===== src/rtl/alu_pipe.sv =====
// ---------------------------------------------------------------------------
// alu_pipe
// Registered, handshaked ALU. Single-cycle ops (add/sub/logic/shift/move/
// compare) reach the output register one cycle after they are accepted. MUL
// runs a WIDTH-cycle shift-and-add in a two-state FSM and holds off upstream
// (busy, in_ready low) until its result is in the output register.
//
// Ports
//   clk, rst_n          clock, synchronous active-low reset
//   in_valid/in_ready   operand handshake (accept = in_valid && in_ready)
//   op, A, B            operation code and operands (B[SHW-1:0] = shift)
//   out_valid/out_ready result handshake
//   Out, N, Z, V, C     registered result and its flags
//   illegal             registered: result came from an undefined op code
//   busy                multiply in progress
// ---------------------------------------------------------------------------
module alu_pipe #(
    parameter int WIDTH = 16,
    parameter int SHW   = $clog2(WIDTH)
) (
    input  logic             clk,
    input  logic             rst_n,
    input  logic             in_valid,
    output logic             in_ready,
    input  logic [3:0]       op,
    input  logic [WIDTH-1:0] A,
    input  logic [WIDTH-1:0] B,
    output logic             out_valid,
    input  logic             out_ready,
    output logic [WIDTH-1:0] Out,
    output logic             N,
    output logic             Z,
    output logic             V,
    output logic             C,
    output logic             illegal,
    output logic             busy
);

    localparam logic [3:0] OP_ADD  = 4'd0;
    localparam logic [3:0] OP_SUB  = 4'd1;
    localparam logic [3:0] OP_AND  = 4'd2;
    localparam logic [3:0] OP_OR   = 4'd3;
    localparam logic [3:0] OP_XOR  = 4'd4;
    localparam logic [3:0] OP_SHL  = 4'd5;
    localparam logic [3:0] OP_MOVA = 4'd6;
    localparam logic [3:0] OP_MOVB = 4'd7;
    localparam logic [3:0] OP_SHR  = 4'd8;
    localparam logic [3:0] OP_ASR  = 4'd9;
    localparam logic [3:0] OP_MUL  = 4'd10;
    localparam logic [3:0] OP_CMP  = 4'd11;

    typedef enum logic {S_IDLE, S_MUL} state_t;

    state_t             state_q, state_d;
    logic [SHW-1:0]     cnt_q, cnt_d;
    logic [2*WIDTH-1:0] mcand_q, mcand_d;
    logic [WIDTH-1:0]   mplier_q, mplier_d;
    logic [2*WIDTH-1:0] acc_q, acc_d;

    logic               out_valid_q, out_valid_d;
    logic [WIDTH-1:0]   out_q, out_d;
    logic               n_q, n_d, z_q, z_d, v_q, v_d, c_q, c_d;
    logic               ill_q, ill_d;

    logic               accept;

    // Single-cycle datapath
    logic [SHW-1:0]     sh;
    logic [WIDTH:0]     add_full;
    logic [WIDTH:0]     sub_full;
    logic [WIDTH:0]     shl_full;
    logic [WIDTH:0]     shr_full;
    logic signed [WIDTH:0] asr_full;
    logic [WIDTH-1:0]   alu_res;
    logic               alu_n, alu_z, alu_v, alu_c, alu_ill;

    // Multiplier step
    logic [2*WIDTH-1:0] acc_next;
    logic               mul_done;

    assign sh = B[SHW-1:0];

    // Shifts are done one bit wider so the last bit shifted out lands in the
    // extra position and becomes C; a zero shift leaves a 0 there.
    always_comb begin
        add_full = {1'b0, A} + {1'b0, B};
        sub_full = {1'b0, A} + {1'b0, ~B} + {{WIDTH{1'b0}}, 1'b1};
        shl_full = {1'b0, A} << sh;
        shr_full = {A, 1'b0} >> sh;
        asr_full = $signed({A, 1'b0}) >>> sh;
    end

    always_comb begin
        alu_res = A;
        alu_v   = 1'b0;
        alu_c   = 1'b0;
        alu_ill = 1'b0;
        case (op)
            OP_ADD: begin
                alu_res = add_full[WIDTH-1:0];
                alu_c   = add_full[WIDTH];
                alu_v   = (A[WIDTH-1] == B[WIDTH-1]) && (add_full[WIDTH-1] != A[WIDTH-1]);
            end
            OP_SUB, OP_CMP: begin
                alu_res = (op == OP_CMP) ? A : sub_full[WIDTH-1:0];
                alu_c   = sub_full[WIDTH];
                alu_v   = (A[WIDTH-1] != B[WIDTH-1]) && (sub_full[WIDTH-1] != A[WIDTH-1]);
            end
            OP_AND:  alu_res = A & B;
            OP_OR:   alu_res = A | B;
            OP_XOR:  alu_res = A ^ B;
            OP_SHL: begin
                alu_res = shl_full[WIDTH-1:0];
                alu_c   = shl_full[WIDTH];
            end
            OP_MOVA: alu_res = A;
            OP_MOVB: alu_res = B;
            OP_SHR: begin
                alu_res = shr_full[WIDTH:1];
                alu_c   = shr_full[0];
            end
            OP_ASR: begin
                alu_res = asr_full[WIDTH:1];
                alu_c   = asr_full[0];
            end
            OP_MUL:  alu_res = A;  // never loaded from here; the FSM handles MUL
            default: alu_ill = 1'b1;
        endcase
        // CMP keeps A in Out but reports N/Z of the difference
        if (op == OP_CMP) begin
            alu_n = sub_full[WIDTH-1];
            alu_z = (sub_full[WIDTH-1:0] == '0);
        end else begin
            alu_n = alu_res[WIDTH-1];
            alu_z = (alu_res == '0);
        end
    end

    assign acc_next = acc_q + (mplier_q[0] ? mcand_q : '0);
    assign mul_done = (state_q == S_MUL) && (cnt_q == SHW'(WIDTH - 1));

    assign busy     = (state_q == S_MUL);
    assign in_ready = !busy && (!out_valid_q || out_ready);
    assign accept   = in_valid && in_ready;

    always_comb begin
        state_d     = state_q;
        cnt_d       = cnt_q;
        mcand_d     = mcand_q;
        mplier_d    = mplier_q;
        acc_d       = acc_q;
        out_valid_d = out_valid_q;
        out_d       = out_q;
        n_d         = n_q;
        z_d         = z_q;
        v_d         = v_q;
        c_d         = c_q;
        ill_d       = ill_q;

        // A consumed result drops valid unless something reloads below
        if (out_ready) begin
            out_valid_d = 1'b0;
        end

        case (state_q)
            S_IDLE: begin
                if (accept) begin
                    if (op == OP_MUL) begin
                        state_d  = S_MUL;
                        mcand_d  = {{WIDTH{1'b0}}, A};
                        mplier_d = B;
                        acc_d    = '0;
                        cnt_d    = '0;
                    end else begin
                        out_valid_d = 1'b1;
                        out_d       = alu_res;
                        n_d         = alu_n;
                        z_d         = alu_z;
                        v_d         = alu_v;
                        c_d         = alu_c;
                        ill_d       = alu_ill;
                    end
                end
            end
            S_MUL: begin
                acc_d    = acc_next;
                mcand_d  = mcand_q << 1;
                mplier_d = mplier_q >> 1;
                cnt_d    = cnt_q + SHW'(1);
                // in_ready was required to start, so the output register is
                // free by the time the last iteration completes
                if (mul_done) begin
                    state_d     = S_IDLE;
                    cnt_d       = '0;
                    out_valid_d = 1'b1;
                    out_d       = acc_next[WIDTH-1:0];
                    n_d         = acc_next[WIDTH-1];
                    z_d         = (acc_next[WIDTH-1:0] == '0);
                    v_d         = 1'b0;
                    c_d         = |acc_next[2*WIDTH-1:WIDTH];
                    ill_d       = 1'b0;
                end
            end
            default: state_d = S_IDLE;
        endcase
    end

    always_ff @(posedge clk) begin
        if (!rst_n) begin
            state_q     <= S_IDLE;
            cnt_q       <= '0;
            out_valid_q <= 1'b0;
            out_q       <= '0;
            n_q         <= 1'b0;
            z_q         <= 1'b0;
            v_q         <= 1'b0;
            c_q         <= 1'b0;
            ill_q       <= 1'b0;
        end else begin
            state_q     <= state_d;
            cnt_q       <= cnt_d;
            out_valid_q <= out_valid_d;
            out_q       <= out_d;
            n_q         <= n_d;
            z_q         <= z_d;
            v_q         <= v_d;
            c_q         <= c_d;
            ill_q       <= ill_d;
        end
    end

    // Multiplier working registers are only meaningful in S_MUL and are
    // always initialised on entry, so they carry no reset.
    always_ff @(posedge clk) begin
        mcand_q  <= mcand_d;
        mplier_q <= mplier_d;
        acc_q    <= acc_d;
    end

    assign out_valid = out_valid_q;
    assign Out       = out_q;
    assign N         = n_q;
    assign Z         = z_q;
    assign V         = v_q;
    assign C         = c_q;
    assign illegal   = ill_q;

endmodule


===== config.mk =====
export PLATFORM = sky130hd
export DESIGN_NAME = alu_pipe
export DESIGN_NICKNAME = d
export VERILOG_FILES = /design/src/rtl/alu_pipe.sv
export SDC_FILE = /design/constraint.sdc
export NUM_CORES = 1
export LEC_CHECK = 0
export ABC_CLOCK_PERIOD_IN_PS = 13100
export CELL_PAD_IN_SITES_DETAIL_PLACEMENT = 0
export CELL_PAD_IN_SITES_GLOBAL_PLACEMENT = 2
export CORE_MARGIN = 2
export CORE_UTILIZATION = 40
export CTS_CLUSTER_SIZE = 16
export DETAILED_ROUTE_END_ITERATION = 16
export GPL_TIMING_DRIVEN = 0
export PLACE_DENSITY = 0.95
export SLEW_MARGIN = 20
export SYNTH_ARGS = -nofsm -noshare
export SYNTH_HDL_FRONTEND = slang
export SYNTH_SLANG_ARGS = --single-unit

===== constraint.sdc =====
create_clock -name clk -period 13.1 [get_ports clk]
set_clock_uncertainty 0.2 [all_clocks]
set_input_delay 2.62 -clock clk [delete_from_list [all_inputs] [get_ports clk]]
set_output_delay 2.62 -clock clk [all_outputs]
set_load 0.1 [all_outputs]

# [After elaboration in Yosys (flattened, before gate mapping)]
# Index checks and enable logic that the tools add are counted.
[totals] inputBits=40 out_inout_bits=24 wordCells=115 register_bits=107
[classes] n_reduce_logical=17 addsub=5 muxes=53 shifts=3 bitwise=5 n_eq_ne=20
[op_table] op="two-way mux 32 bit" count=5
[op_table] op="one-hot mux 16 bit (9 select lines)" count=1
[op_table] op="one-hot mux 32 bit (2 select lines)" count=2
[op_table] op="two-way mux 16 bit" count=6
[op_table] op="one-hot mux 16 bit (2 select lines)" count=2
[op_table] op="logical NOT 16 bit" count=3
[op_table] op="adder 16 x 16 -> 17 bit" count=2
[op_table] op="adder 32 bit" count=1
[op_table] op="two-way mux 1 bit" count=24
[op_table] op="equality test 4 bit, second input constant" count=5
[op_table] op="adder 17 x 1 -> 17 bit, second input constant" count=1
[op_table] op="left shift 16 x 4 -> 17 bit" count=1
[op_table] op=">> shifter 17 x 4 -> 17 bit" count=1
[op_table] op=">>> shifter 17 x 4 -> 17 bit" count=1
[op_table] op="bitwise AND 16 bit" count=1
[op_table] op="equality test 4 x 3 -> 1 bit, second input constant" count=4
[op_table] op="NOT 16 bit" count=1
[op_table] op="bitwise OR 16 bit" count=1
[op_table] op="one-hot mux 1 bit (2 select lines)" count=8
[op_table] op="OR reduction 16 bit" count=1
[op_table] op="bitwise XOR 16 bit" count=1
[op_table] op="two-way mux 4 bit" count=3
[op_table] op="OR reduction 11 bit" count=1
[op_table] op="equality test 4 x 2 -> 1 bit, second input constant" count=2
[op_table] op="other kinds (16)" count=25

# [Depth between registers and ports, before layout]
# Gate-level depths: netlist (run 1).
[logic_depth] word_depth=10 depth_mapped=15 depth_no_buf=14

# [Worst setup path before layout (run 1)]
# No wires, ideal clock.
[synth_path] path_type="input to output" from="in out_ready" to="out in_ready" n_path_buf=0 path_slack_ps=6306 path_stages=2 arrival_time_ps=3974 required_time_ps=10280 cell_sequence="nor2b_1 nor2_1"
[synth_between] elab_chain_len=2
[synth_lines] element="start: declaration" line_no="29" text="input logic out_ready,"
[synth_lines] element="logical OR 1 bit" line_no="143" text="assign in_ready = !busy && (!out_valid_q || out_ready);"
[synth_lines] element="logical AND 1 bit" line_no="143"
[synth_lines] element="end: declaration" line_no="24" text="output logic in_ready,"
# No other way between the ends.

# [Worst setup path after layout (run 1)]
[layout_path] from="in B[2]" to="reg z_q (netlist: Z)"
[layout_between] elab_chain_len=10 word_cells_on_any_way=18 classes_between="add/sub: 3; shift: 3; mux: 6; bitwise: 4; reduce/logical: 2"
[layout_lines] element="start: declaration" line_no="27" text="input logic [WIDTH-1:0] B,"
[layout_lines] element="NOT 16 bit" line_no="87" text="sub_full = {1'b0, A} + {1'b0, ~B} + {{WIDTH{1'b0}}, 1'b1};"
[layout_lines] element="adder 16 x 16 -> 17 bit" line_no="87"
[layout_lines] element="adder 17 x 1 -> 17 bit" line_no="87"
[layout_lines] element="two-way mux 16 bit" line_no="105" text="alu_res = (op == OP_CMP) ? A : sub_full[WIDTH-1:0];"
[layout_lines] element="one-hot mux 16 bit (9 select lines)" line_no="98" text="case (op)"
[layout_lines] element="logical NOT 16 bit" line_no="135" text="alu_z = (alu_res == '0);"
[layout_lines] element="two-way mux 1 bit *" line_no="130" text="if (op == OP_CMP) begin"
[layout_lines] element="two-way mux 1 bit *" line_no="168" text="if (op == OP_MUL) begin"
[layout_lines] element="two-way mux 1 bit *" line_no="167" text="if (accept) begin"
[layout_lines] element="one-hot mux 1 bit (2 select lines) *" line_no="165" text="case (state_q)"
[layout_lines] element="end signal: assignment" line_no="225" text="z_q <= z_d;"
[layout_lines] element="end: declaration" line_no="62" text="logic n_q, n_d, z_q, z_d, v_q, v_d, c_q, c_d;"
# Mark *: on every way between the ends. The rest lies on a longest branch, timed or not. The select of a mux whose other input is x is not followed.
# A chain may end at the register's enable or synchronous reset.

==> insert_results.sql, run 1 <==
INSERT INTO impl_metrics (metric_group, metric, value, unit) VALUES
('synth', 'synth_top_cell_area_share', '22.03', '%'),
('routing', 'detailedRoute.firstPassIterationCount', '5', ''),
('min_path', 'holdPathStages', '2', ''),
('power_and_ir_drop', 'vdd_ir_drop_max', '0.05679', 'mV'),
('finish', 'final_cell_area', '12330', 'sq um'),
('sta', 'worst_slew_pin_slew', '1.254', 'ns'),
('placement', 'dp.final_hpwl', '36280', 'microns'),
('worst_setup_path', 'cp_data_arrival_time', '8.07', 'ns'),
('finish', 'final_cells', '1755', ''),
('synth', 'mappedNetlistArea', '10900', 'sq um'),
('global_route', 'grt_pass1_wl', '68770', 'microns'),
('routing', 'wl_per_cell', '25.80', 'microns'),
('cts', 'cts_repair_resize_count', '0', ''),
('cts', 'cts_htree_levels', '3', ''),
('placement', 'portBuffers', '62', ''),
('sta', 'worst_case_hold_slack', '0.2823', 'ns'),
('sta', 'fmax', '125.2', 'MHz'),
('placement', 'placed_cell_area', '12000', 'sq um'),
('floorplanning', 'core_area', '26880', 'sq um'),
('finish', 'area_growth', '13.04', '%'),
('cts', 'cts.path.max_buffers', '2', ''),
('finish', 'layout.filler_cells', '2706', ''),
('worst_setup_path', 'ff2ff_setup_slack', '8.35', 'ns'),
('finish', 'final_layout_size_suffix_gt1_share', '6.506', '%'),
('synth', 'synth_cell_types', '83', ''),
('floorplanning', 'floorplan.die.height', '169.1', 'microns'),
('worst_setup_path', 'r2r-start', 'mplier_q[0]', ''),
('routing', 'drt_first_iter_violations', '1218', ''),
('cts', 'post-cts-setup-buffers', '0', ''),
('synth', 'synthFlopType', 'edfxtp_1', ''),
('synth', 'yosys_warnings', '0', ''),
('cts', 'cts.root.buffer_cell', 'clkbuf_16', ''),
('synth', 'yosys_register_bits', '107', ''),
('min_path', 'hold_path.class', 'reg -> reg', ''),
('min_path', 'worstHoldStart', 'Out[15]', ''),
('placement', 'dp_cells', '1739', ''),
('cts', 'tritoncts.num_buffers', '9', ''),
('sta', 'timing.max_slew.rel_slack', '16.20', '%'),
('synth', 'synth.largest_area_cell', 'edfxtp_1', ''),
('floorplanning', 'die_area', '28600', 'sq um'),
('floorplanning', 'dieWidth', '169.1', 'microns'),
('worst_setup_path', 'cp.required', '13.18', 'ns'),
('cts', 'clock_sink_count', '107', ''),
('worst_setup_path', 'timing.critical_path.fanout_max', '11', ''),
('routing', 'dr_total_vias', '11230', ''),
('run_status', 'run_status', 'finished clean', ''),
('floorplanning', 'boundaryPins', '64', ''),
('synth', 'synth-edff-count', '80', ''),
('routing', 'routed_via_density', '6.397', ''),
('min_path', 'min_to', 'Out[15]', ''),
('cts', 'clock_insertion_delay_worst_skew', '0.36', 'ns'),
('sta', 'setup_total_negative_slack', '0', 'ns'),
('synth', 'netlist_top_cells_area', 'edfxtp_1 (22%), ha_1 (9.3%), o21ai_0 (5.8%)', ''),
('global_route', 'globalRouteOverflowTotal', '0', ''),
('synth', 'syn_avg_cell_area', '8.174', 'sq um'),
('global_route', 'antenna_found_initial', '1', ''),
('global_route', 'pin_count_of_the_biggest_net_entering_global_routing', '57', ''),
('sta', 'rsz0062_at_grt', 'false', ''),
('cts', 'clock_transition_time_at_the_flip_flop_clock_pins_of_the_worst_setup_and_hold_paths', '0.08', 'ns'),
('cts', 'tritoncts_clock_tree', 'done', ''),
('sta', 'postLayoutSetupSlackWorst', '5.112', 'ns'),
('sta', 'timing.final.setup_violations', '0', ''),
('power_and_ir_drop', 'leakage', '4.604', 'nW'),
('sta', 'post-route-min-period', '7.988', 'ns'),
('routing', 'post-route-drc-count', '0', ''),
('sta', 'report.final.hold_viol_count', '0', ''),
('floorplanning', 'floorplan.rows', '60', ''),
('floorplanning', 'initial_core_util', '40.57', '%'),
('placement', 'place_congestion', '1.004', ''),
('worst_setup_path', 'timing.critical_path.to_type', 'register', ''),
('sta', 'min_period_over_period', '60.98', '%');
[layer usage]
layer / wire (microns) / share of wire [%] / global-route usage, %
met5: 0 / 0 / 0
met4: 1933 / 4.3 / 12.04
met2: 20400 / 45 / 51.21
met3: 3628 / 8.0 / 5.074
met1: 19310 / 43 / 42.74
[cells in the mapped netlist (24+ instances only)]
cell / count
edfxtp_1: 80
a21oi_1: 97
inv_1: 68
o21ai_0: 126
xnor2_1: 24
nor2_1: 122
clkbuf_1: 64
nor3_1: 26
ha_1: 81
dfxtp_1: 27
and2_1: 66
nand2_1: 108
[worst max-delay path by stage]
stage	start	endpoint	slack, ns
after floorplan	out_ready	in_ready	6.31
after global placement	B[2]	Z	4.88
after detailed placement	B[2]	Z	4.95
after CTS	B[2]	Z	5.31
after global routing	B[1]	Z	4.77
final	B[2]	Z	5.11
[worst max-delay path, stage by stage]
cell             delay [ns]
clkdlybuf4s50_1        0.62
clkinv_1               0.28
clkbuf_1               0.42
ha_1                   0.52
or2_2                  0.33
a2111oi_0              0.89
o311ai_1               0.26
a311oi_1               0.57
o21ai_0                0.25
a2111oi_0              0.63
o2111ai_1              0.29
o211ai_1               0.16
a21oi_1                0.06
nor3_1                 0.17
[registers in the layout (all words and copies together), names as in the netlist]
| register | flops |
|---|---|
| C | 1 |
| busy | 1 |
| acc_q | 32 |
| mplier_q | 16 |
| Z | 1 |
| Out | 16 |
| cnt_q | 4 |
| mcand_q | 32 |
| illegal | 1 |
| V | 1 |
| out_valid | 1 |
| N | 1 |
[power by group]
| part | switching [mW] | internal [mW] | total, mW |
|---|---|---|---|
| combinational | 0.257 | 0.119 | 0.376 |
| clock | 0.144 | 0.148 | 0.292 |
| sequential | 0.00689 | 0.375 | 0.382 |
[cell type report]
type,count,area [sq um],share of cell area [%]
Buffer,84,330.3,2.680
Clock buffer,10,250.2,2.030
Clock inverter,6,77.57,0.6294
Inverter,71,269.0,2.183
Multi-Input combinational cell,1072,7376,59.84
Sequential cell,107,2943,23.88
Tap cell,341,426.7,3.462
Timing Repair Buffer,64,653.1,5.299
[stage by stage]
step | utilization (%) | power, mW
2_1_floorplan | - | 0.6299
3_5_place_dp | 44.64 | 0.7558
5_1_grt | 45.86 | 1.092
4_1_cts | 45.86 | 1.043
6_report | 45.86 | 1.050
3_3_place_gp | 44.47 | 0.7550
[cell families (layout without fill, tap and decap cells)]
kind of cell	count (synthesis)	count (layout)	synth area share, %
buffers and inverters	155	235	5.473
multiplexers	48	48	6.632
flip-flops	107	107	26.99
AO/OA/AOI/OAI	460	460	27.81
adder cells (fa/ha/maj)	84	84	9.845
XOR/XNOR	30	30	2.410
AND/OR/NAND/NOR	450	450	20.84
[layout by cell type, fill, tap and decap left out, types with 10 or more instances in the layout]
cell type        count
clkbuf_16           10
clkbuf_1            64
nor3_1              26
inv_1               67
clkdlybuf4s50_1     62
mux4_2              18
edfxtp_1            80
o21ai_0            126
xnor2_1             24
nor2b_1             17
a21o_1              20
o22ai_1             11
ha_1                81
o211ai_1            17
mux2_2              14
nand2_1            108
and2_1              66
nor2_1             122
a22oi_1             16
or3_1               14
a21oi_1             97
mux2i_1             16
a2111oi_0           11
a211oi_1            18
nand4_1             13
o21a_1              14
nand3_1             20
dfxtp_1             27
buf_2               13
o21bai_1            11
a31oi_1             16
No activity file was read; power rests on OpenSTA's default activity.
==> inputs of run 2 (changes only) <==
--- a/config.mk
+++ b/config.mk
@@ -5,15 +5,15 @@
 export SDC_FILE = /design/constraint.sdc
 export NUM_CORES = 1
 export LEC_CHECK = 0
-export ABC_CLOCK_PERIOD_IN_PS = 13100
+export ABC_CLOCK_PERIOD_IN_PS = 6970
 export CELL_PAD_IN_SITES_DETAIL_PLACEMENT = 0
 export CELL_PAD_IN_SITES_GLOBAL_PLACEMENT = 2
 export CORE_MARGIN = 2
-export CORE_UTILIZATION = 40
+export CORE_UTILIZATION = 34
 export CTS_CLUSTER_SIZE = 16
 export DETAILED_ROUTE_END_ITERATION = 16
 export GPL_TIMING_DRIVEN = 0
-export PLACE_DENSITY = 0.95
+export PLACE_DENSITY = 0.89
 export SLEW_MARGIN = 20
 export SYNTH_ARGS = -nofsm -noshare
 export SYNTH_HDL_FRONTEND = slang
==> constraint.sdc (replaced) <==
create_clock -name clk -period 6.97 [get_ports clk]
set_clock_uncertainty 0.2 [all_clocks]
set_input_delay 1.394 -clock clk [delete_from_list [all_inputs] [get_ports clk]]
set_output_delay 1.394 -clock clk [all_outputs]
set_load 0.1 [all_outputs]
==> run 2 against run 1 <==
Compared with the run above:
- sequential power grew 87%
- wire length grew 0.78%
- first-iteration DRC count shrank 7.0%
- global-route usage shrank 4.8 points
- critical path depth grew 1
- register-to-register slack lost 6.0 ns
- count of clock-buffer cells in the layout is the same
- cell area grew 0.49%
- final cell count grew 3.5%
- clock power grew 87%
==> insert_results.sql, run 2 (synthesis gave the netlist of run 1 again) <==
INSERT INTO impl_metrics (metric_group, metric, value, unit) VALUES
('finish', 'final_cell_mix', 'o21ai_0 (126), nor2_1 (122), nand2_1 (108)', ''),
('finish', 'nets_final', '1533', ''),
('job', 'drv.max_cap_violation_count', '0', ''),
('power_and_ir_drop', 'leakage', '4.598', 'nW'),
('worst_setup_path', 'crit_chain', 'clkdlybuf4s50_1 > buf_2 > inv_1 > buf_1 > ha_1 > nor2_1 > o221ai_1 > a2111oi_0 > nor2_1 > a221o_1 > a211oi_2 > o211ai_1 > nor4b_1 > a21oi_1 > nor3_1', ''),
('placement', 'place_congestion', '0.9693', ''),
('finish', 'most_frequent_standard_cell_in_the_layout_excluding_fill_and_tap_cells', 'o21ai_0', ''),
('sta', 'final_number_of_max_transition_violations', '0', ''),
('cts', 'post-cts-setup-buffers', '0', ''),
('worst_setup_path', 'worst_path_max_delay_cell', 'a2111oi_0', ''),
('min_path', 'hold_path.class', 'reg -> reg', ''),
('worst_setup_path', 'r2r-start', 'mplier_q[0]', ''),
('floorplanning', 'boundaryPins', '64', ''),
('power_and_ir_drop', 'finalPower', '1.978', 'mW'),
('worst_setup_path', 'cpLargestDelayFamily', 'compound AO/OA/AOI/OAI gates', ''),
('routing', 'routed_wirelength', '45620', 'microns'),
('floorplanning', 'die_area', '33520', 'sq um'),
('routing', 'routed_via_density', '6.227', ''),
('sta', 'fmax', '149.9', 'MHz'),
('run_status', 'run_status', 'finished clean', ''),
('sta', 'timing.max_slew.rel_slack', '33.45', '%'),
('floorplanning', 'floorplan.die.height', '183.1', 'microns'),
('cts', 'cts.path.max_buffers', '2', ''),
('finish', 'area_growth', '13.59', '%'),
('cts', 'clock_transition_time_at_the_flip_flop_clock_pins_of_the_worst_setup_and_hold_paths', '0.08', 'ns'),
('cts', 'cts_htree_levels', '3', ''),
('power_and_ir_drop', 'vdd_ir_drop_max', '0.1267', 'mV'),
('sta', 'setup_total_negative_slack', '0', 'ns'),
('finish', 'final_layout_size_suffix_gt1_share', '6.506', '%'),
('cts', 'cts.hold.buffers_added', '0', ''),
('global_route', 'grt_pass1_wl', '67380', 'microns'),
('worst_setup_path', 'timing.critical_path.fanout_max', '11', ''),
('worst_setup_path', 'cp_num_buf_inv', '4', ''),
('worst_setup_path', 'crit_path_max_incr_delay', '0.88', 'ns'),
('floorplanning', 'core_area', '31560', 'sq um'),
('worst_setup_path', 'worstSetupPathType', 'in -> reg', ''),
('sta', 'post-route-min-period', '6.669', 'ns'),
('cts', 'clock_sink_count', '107', ''),
('floorplanning', 'dieWidth', '183.1', 'microns'),
('min_path', 'worstHoldStart', 'Out[15]', ''),
('global_route', 'vias_in_the_first_global_route', '10590', ''),
('worst_setup_path', 'ff2ff_setup_slack', '2.37', 'ns'),
('finish', 'biggestRegsByFlops', 'acc_q x32, mcand_q x32', ''),
('cts', 'clock_insertion_delay_worst_skew', '0.37', 'ns'),
('cts', 'cts_repair_resize_count', '0', ''),
('sta', 'worst_slew_pin_slew', '0.9952', 'ns'),
('routing', 'detailedRoute.firstPassIterationCount', '6', ''),
('sta', 'rsz0062_at_grt', 'false', ''),
('routing', 'dr_total_vias', '11310', ''),
('worst_setup_path', 'worstSetupStartpointType', 'input port', ''),
('sta', 'min_period_over_period', '95.69', '%'),
('global_route', 'pin_count_of_the_biggest_net_entering_global_routing', '60', ''),
('worst_setup_path', 'cp.required', '7.07', 'ns'),
('placement', 'dp.final_hpwl', '35920', 'microns'),
('min_path', 'min_to', 'Out[15]', ''),
('routing', 'wl_per_cell', '25.12', 'microns'),
('floorplanning', 'initial_core_util', '34.56', '%'),
('finish', 'antenna_cells', '0', ''),
('global_route', 'globalRouteOverflowTotal', '0', ''),
('routing', 'drt_first_iter_violations', '1133', ''),
('cts', 'cts.root.buffer_cell', 'clkbuf_16', ''),
('worst_setup_path', 'timing.critical_path.to_type', 'register', ''),
('sta', 'report.final.hold_viol_count', '0', ''),
('worst_setup_path', 'timing.reg2reg.worst_path_depth', '14', ''),
('sta', 'timing.final.setup_violations', '0', ''),
('routing', 'route.antenna.remaining_nets', '0', ''),
('floorplanning', 'floorplan.rows', '65', ''),
('worst_setup_path', 'cp_data_arrival_time', '6.77', 'ns'),
('global_route', 'globalRouteTotalUtil', '26.91', '%'),
('cts', 'tritoncts_clock_tree', 'done', ''),
('worst_setup_path', 'worst_path_most_repeated_cell', 'nor2_1', ''),
('global_route', 'antenna_found_initial', '0', ''),
('power_and_ir_drop', 'powerDensity', '159.7', 'nW/um^2'),
('routing', 'post-route-drc-count', '0', ''),
('placement', 'portBuffers', '62', ''),
('cts', 'tritoncts.num_buffers', '9', ''),
('worst_setup_path', 'worstReg2RegEnd', 'C', ''),
('min_path', 'holdPathStages', '2', '');
==> run 2: cell count changes in the layout (fill, tap and decap cells not counted) <==
cell / delta
clkinv_8: -3
bufinv_16: +1
clkbuf_1: +1
clkbuf_16: -1
inv_6: +1
inv_8: +1
o21bai_1: -1
o21bai_2: +1
==> run 2: worst register-to-register path, cell delays in order (launching register included) <==
cell       delay [ns]
edfxtp_1         0.43
clkbuf_1         0.37
and2_1           0.21
ha_1             0.16
inv_1            0.06
fa_1             0.43
nor2b_1          0.17
o31a_1           0.20
o21ai_0          0.18
a21oi_1          0.48
a21boi_0         0.34
xnor2_1          0.23
or4_1            0.54
a2111oi_2        0.30
a31oi_1          0.18
==> run 2: through the flow <==
| stage | setup WS, ns | utilization, % | std cells | cell area [sq um] | hold slack (ns) |
|---|---|---|---|---|---|
| after detailed placement | 0.01558 | 38.25 | 1800 | 12070 | 0.2769 |
| final | 0.3007 | 39.25 | 1816 | 12390 | 0.2933 |
| after floorplan | 1.484 | - | 1334 | 10900 | 0.2918 |
| after global routing | 0.04326 | 39.25 | 1816 | 12390 | 0.3324 |
| after CTS | 0.3796 | 39.22 | 1816 | 12380 | 0.2925 |
| after global placement | 0.05321 | 38.12 | 1798 | 12030 | 0.2807 |
==> run 2: layout make-up <==
type | instances | area, sq um
inverter | 71 | 269.0
timing repair buffer | 64 | 653.1
clock inverter | 6 | 78.83
clock buffer | 10 | 229.0
fill | 3284 | 19170
tap | 402 | 503.0
buffer | 84 | 330.3
multi-input combinational | 1072 | 7380
sequential | 107 | 2943
==> run 2: worst max path at each step <==
stage                          from       end  slack [ns]  cells after the start
after floorplan           out_ready  cnt_q[3]        1.48                      6
after global placement         B[1]         Z        0.05                     15
after detailed placement       B[1]         Z        0.02                     15
after CTS                      B[1]         Z        0.38                     15
after global routing           B[1]         Z        0.04                     15
final                          B[1]         Z        0.30                     15
==> run 2: per-layer routing <==
layer | track usage (%) | vias up | share of wire (%)
met3 | 3.495 | 108 | 6.5
li1 | - | 5160 | -
met1 | 37.50 | 5544 | 45
met4 | 10.21 | 0 | 4.2
met5 | 0 | - | 0
met2 | 42.50 | 496 | 45
==> run 2: power by group <==
part / switching [mW] / internal, mW / leakage (nW) / total [mW]
clock: 0.260 / 0.288 / 0.152 / 0.547
sequential: 0.0106 / 0.705 / 0.961 / 0.716
combinational: 0.490 / 0.224 / 3.49 / 0.714
==> edit 1 (flow settings as in run 1) <==
`WIDTH`: 16 -> 32.
--- a/src/rtl/alu_pipe.sv
+++ b/src/rtl/alu_pipe.sv
@@ -15,7 +15,7 @@
 //   busy                multiply in progress
 // ---------------------------------------------------------------------------
 module alu_pipe #(
-    parameter int WIDTH = 16,
+    parameter int WIDTH = 32,
     parameter int SHW   = $clog2(WIDTH)
 ) (
     input  logic             clk,
Interface: changed (resized A, B and Out); port bits go from 64 to 112. The function was not compared with the original's and may differ.
==> edit 1 against run 1 <==
Sequential cell count increased by 97; setup slack got worse by 2.8 ns; power increased by 130%; non-clock buffer count increased by 182; cell area increased by 110%; count of clock-buffer cells in the layout increased by 20; area after synthesis increased by 110%; clock power increased to 2.7 times the old value; routed wire length increased to 2.7 times the old value; largest cell class unchanged; largest power group is now combinational cells; highest routed layer is now met5.
==> edit 1: results (changes against run 1) <==
hold_sp Out[20]; Netlist cell types 94 (+13%); final-layout fill cell count 5,748 (+110%); R2R Setup Slk 5.57 ns (-2.78 ns); worst skew pair latency 0.62 ns (+0.26 ns); CTS clock-pin slew for the worst setup and hold paths 0.06 ns (-0.02 ns); Port Buffers 110 (+77%); largest net degree at the start of global routing 98 (+72%); drt first pass iters 7 (+2); cell leakage power 9.861 nW (+110%); EDFF count, synth 160 (+100%); HPWL after DPL 96,990 um (+170%); status finished clean; Top Registers acc_q: 64 flops, mcand_q: 64 flops; Num CTS Buffers 27 (+18); Post-Syn Nets 3,101 (+110%); Worst Hold Margin 0.2664 ns (-0.01586 ns); worst vdd ir 0.1025 mV (+81%); WP data arrival 11.13 ns (+3.06 ns); Synth top cells by count 286 x nor2_1, 233 x nand2_1, 232 x a21oi_1, 228 x o21ai_0, 163 x clkbuf_1; Via density 6.648 (+3.9%); register area share after synthesis 0.2475 (-0.02241); initial antenna violation count 2 (+1); worst r2r path cells 18 (+4); initial DRC count 2,895 (+140%)
[edit 1: worst max-delay path, stage by stage]
cell             delay [ns]
clkdlybuf4s50_1        0.53
clkbuf_1               0.48
clkinv_1               0.62
buf_2                  0.42
buf_1                  0.38
buf_2                  0.35
clkbuf_2               0.43
ha_1                   0.41
buf_2                  0.17
xnor2_1                0.47
o2111ai_1              0.43
a2111oi_2              0.83
o2111ai_1              0.22
a2111oi_0              0.41
nand4_1                0.14
nor4_1                 0.54
nand4_1                0.22
nor4_1                 0.89
nand4_1                0.24
a21o_1                 0.23
o41ai_2                0.04
[edit 1: metrics by stage]
stage	instances	setup slack, ns
global route	3785	2.459
global placement	3730	1.160
CTS	3784	2.588
finish	3785	2.290
floorplan	2864	4.688
detailed placement	3734	1.990
[edit 1: routing by layer]
layer / GRT usage / share of wire / vias up
li1: - / - / 11006
met1: 0.4653 / 0.38 / 12209
met2: 0.6507 / 0.46 / 1536
met3: 0.08394 / 0.092 / 411
met4: 0.2453 / 0.076 / 2
met5: 0 / 0.00011 / -
[edit 1: cells by family (layout without fill, tap and decap cells)]
logic type,count (synthesis),in the layout,share of synthesized area
compound gates,946,946,0.2731
xor+xnor,78,78,0.02974
fa+ha+maj,165,165,0.09084
buf+inv,348,512,0.06061
flops,204,204,0.2475
mux,117,117,0.08436
other cells,0,1,0
simple gates,1006,1006,0.2139
[edit 1: worst max path at each step]
stage,startpoint,endpoint,slack [ns]
after floorplan,out_ready,acc_q[0],4.69
after global placement,B[2],Z,1.16
after detailed placement,B[2],Z,1.99
after CTS,B[2],Z,2.59
after global routing,B[2],Z,2.46
final,B[2],Z,2.29
[edit 1: layout make-up]
type                       instances  area, um^2  area share
clock inverter                    20       229.0    0.008793
timing repair buffer             114        1159     0.04449
inverter                         132       503.0     0.01932
tap                              756       945.9     0.03633
clock buffer                      30       686.9     0.02638
sequential                       204        5685      0.2183
buffer                           216       900.9     0.03460
antenna                            1       2.502  0.00009610
multi-input combinational       2312       15930      0.6117
[edit 1: power by group through the flow]
stage	registers, W	logic (W)	clock network, W
after CTS	0.000732	0.000853	0.000803
final	0.000732	0.000892	0.000791
after detailed placement	0.000745	0.000849	0
after global routing	0.000734	0.000920	0.000818
after floorplan	0.000819	0.000450	0
after global placement	0.000748	0.000849	0
==> edit 2 (settings of run 1) <==
Made on the original files. Reset style: asynchronous (`rst_n`), changed in one clocked block. Comments in the files are not updated.
--- a/src/rtl/alu_pipe.sv
+++ b/src/rtl/alu_pipe.sv
@@ -205,7 +205,7 @@
         endcase
     end
 
-    always_ff @(posedge clk) begin
+    always_ff @(posedge clk or negedge rst_n) begin
         if (!rst_n) begin
             state_q     <= S_IDLE;
             cnt_q       <= '0;
Check against the original RTL: differs if rst_n is asserted again (counterexample within 4 cycles, from zero or initial values and one cycle with rst_n low); with rst_n held inactive, the same outputs for 10 cycles.
==> edit 2 against run 1 <==
First-iteration DRC count shrank 8.9%; sequential cell count stayed put; core utilization is 0.30 points lower; area after synthesis increased by 5.6%; cell area rose by 5.5%; routed wire length grew 3.0%; count of clock-buffer cells in the layout fell by 1; synthesized cell count increased by 3.1%; worst hold slack got worse by 0.0021 ns; setup slack better by 0.38 ns; highest routed layer unchanged.
Power is not compared: it rests on default switching activity, and its combinational part moved more than twofold at a synthesized area within 25%.
==> edit 2: results (changes against run 1) <==
status finished clean; gr usage total 0.3048 (-0.01211); cell leakage power between 5 and 6 nW; R2R Setup Slk 8.81 ns (+0.46 ns); CTS Root Buffer Type clkbuf_16; CP delay by family, top buffers and inverters; number of synthesis warnings 0 (unchanged); initial DRC count 1,109 (-8.9%); Top FF cell, synth edfxtp_1; Synth top cells by count 118 x nand2_1, 114 x nor2_1, 98 x o21ai_0, 82 x a21oi_1, 81 x ha_1; crit path from out_ready; CP endpoint in_ready; CTS clock-pin slew for the worst setup and hold paths 0.08 ns (about the same); ant diodes 0 (unchanged); first-pass GRT wire length 70,190 um (+2.1%); Top Registers acc_q: 32 flops, mcand_q: 32 flops; Synth Area per Inst 8.375 um^2 (+2.5%); Netlist cell types 105 (+27%); post-CTS setup buffer count 0 (unchanged); share of cells above drive strength 1 0.09128 (+0.02622); Post-CTS Resized 0 (unchanged); CP max FO 3 (-8); drt first pass iters 6 (+1); routability-driven placement congestion ratio 1.038 (+3.5%); Area after DPL 12,700 um^2 (+5.8%); final WL 46,640 um (+3.0%); worst skew pair latency 0.35 ns; worst vdd ir just under 0.1 mV; Total Nets Final 1,576 (+2.8%); RR Startpoint mplier_q[0]; Num CTS Buffers 9 (unchanged); via count 11,558 (+2.9%); ys async rst share 0.2523 (+0.2523); HPWL after DPL 36,820 um (+1.5%); Port Buffers 62 (unchanged); HP Class reg -> reg; vias in the first global route 11,199 (+2.9%); CP max stage delay 1.21 ns (+0.32 ns); reg2reg end C; final instance count without filler cells 1,841 (+4.9%); EDFF count, synth 80 (unchanged); largest net degree at the start of global routing 61 (+7.0%); period utilisation layout 0.5806 (-0.02919); Crit-path slowest cell clkdlybuf4s50_1; Post-Syn Nets 1,499 (+2.8%); Placement Setup Slack 5.363 ns (+0.4110 ns); Worst Tran Pin Value 1.254 ns (-0.0004458 ns); WP data arrival 4.79 ns (-3.28 ns); CTS H-Tree Depth 3 (unchanged); worst r2r path cells 14 (unchanged); register area share after synthesis 0.2673 (-0.002604); initial antenna violation count 0 (-1); Synth area leaders edfxtp_1 21%, ha_1 8.8%, dfrtp_1 5.9%; Clock Path Buffers 2 (unchanged)
-- edit 2: changes by cell type in the layout (fill, tap and decap cells not counted), moves of 10 or more --
| cell | change |
|---|---|
| o21ai_0 | -28 |
| dfrtp_1 | +27 |
| dfxtp_1 | -27 |
| buf_2 | +17 |
| a21oi_1 | -16 |
| clkbuf_1 | -15 |
| nand2b_1 | +12 |
| xor2_1 | +11 |
| and3_1 | +10 |
| nand2_1 | +10 |
| nand3_1 | +10 |
-- edit 2: layout make-up --
cell class                 instances  area, um^2
fill                            2955       15540
clock buffer                       9       225.2
sequential                       107        3078
timing repair buffer              66       675.6
clock inverter                     7       85.08
tap                              384       480.5
inverter                          65       246.5
multi-input combinational       1116        7809
buffer                            87       407.9
-- edit 2: how the worst min path moves through the flow --
stage | depth (start not counted) | slack (ns) | from | endpoint
2_1_floorplan | 1 | 0.28 | cnt_q[3] | cnt_q[3]
3_3_place_gp | 2 | 0.26 | illegal | illegal
3_5_place_dp | 2 | 0.26 | illegal | illegal
4_1_cts | 2 | 0.28 | illegal | illegal
5_1_grt | 2 | 0.31 | Out[12] | Out[12]
6_report | 2 | 0.28 | illegal | illegal
-- edit 2: kinds of logic (layout without fill, tap and decap cells) --
group,count (synthesis),after routing,share of synthesized area
compound gates,435,435,0.2625
xor+xnor,36,36,0.02738
fa+ha+maj,84,84,0.09322
buf+inv,152,234,0.05661
flops,107,107,0.2673
mux,55,55,0.06584
simple gates,506,506,0.2272
-- edit 2: layer usage --
metal,track usage,vias to the layer above,wire length [um]
li1,-,5323,-
met1,0.3982,5595,19560
met2,0.4992,519,21560
met3,0.04232,121,3117
met4,0.1443,0,2394
met5,0,-,0
-- edit 2: power by group --
part	switching [W]	internal, W
Sequential	0.0000825	0.000617
Combinational	0.00125	0.000601
Clock	0.000136	0.000153
Total	0.00147	0.00137
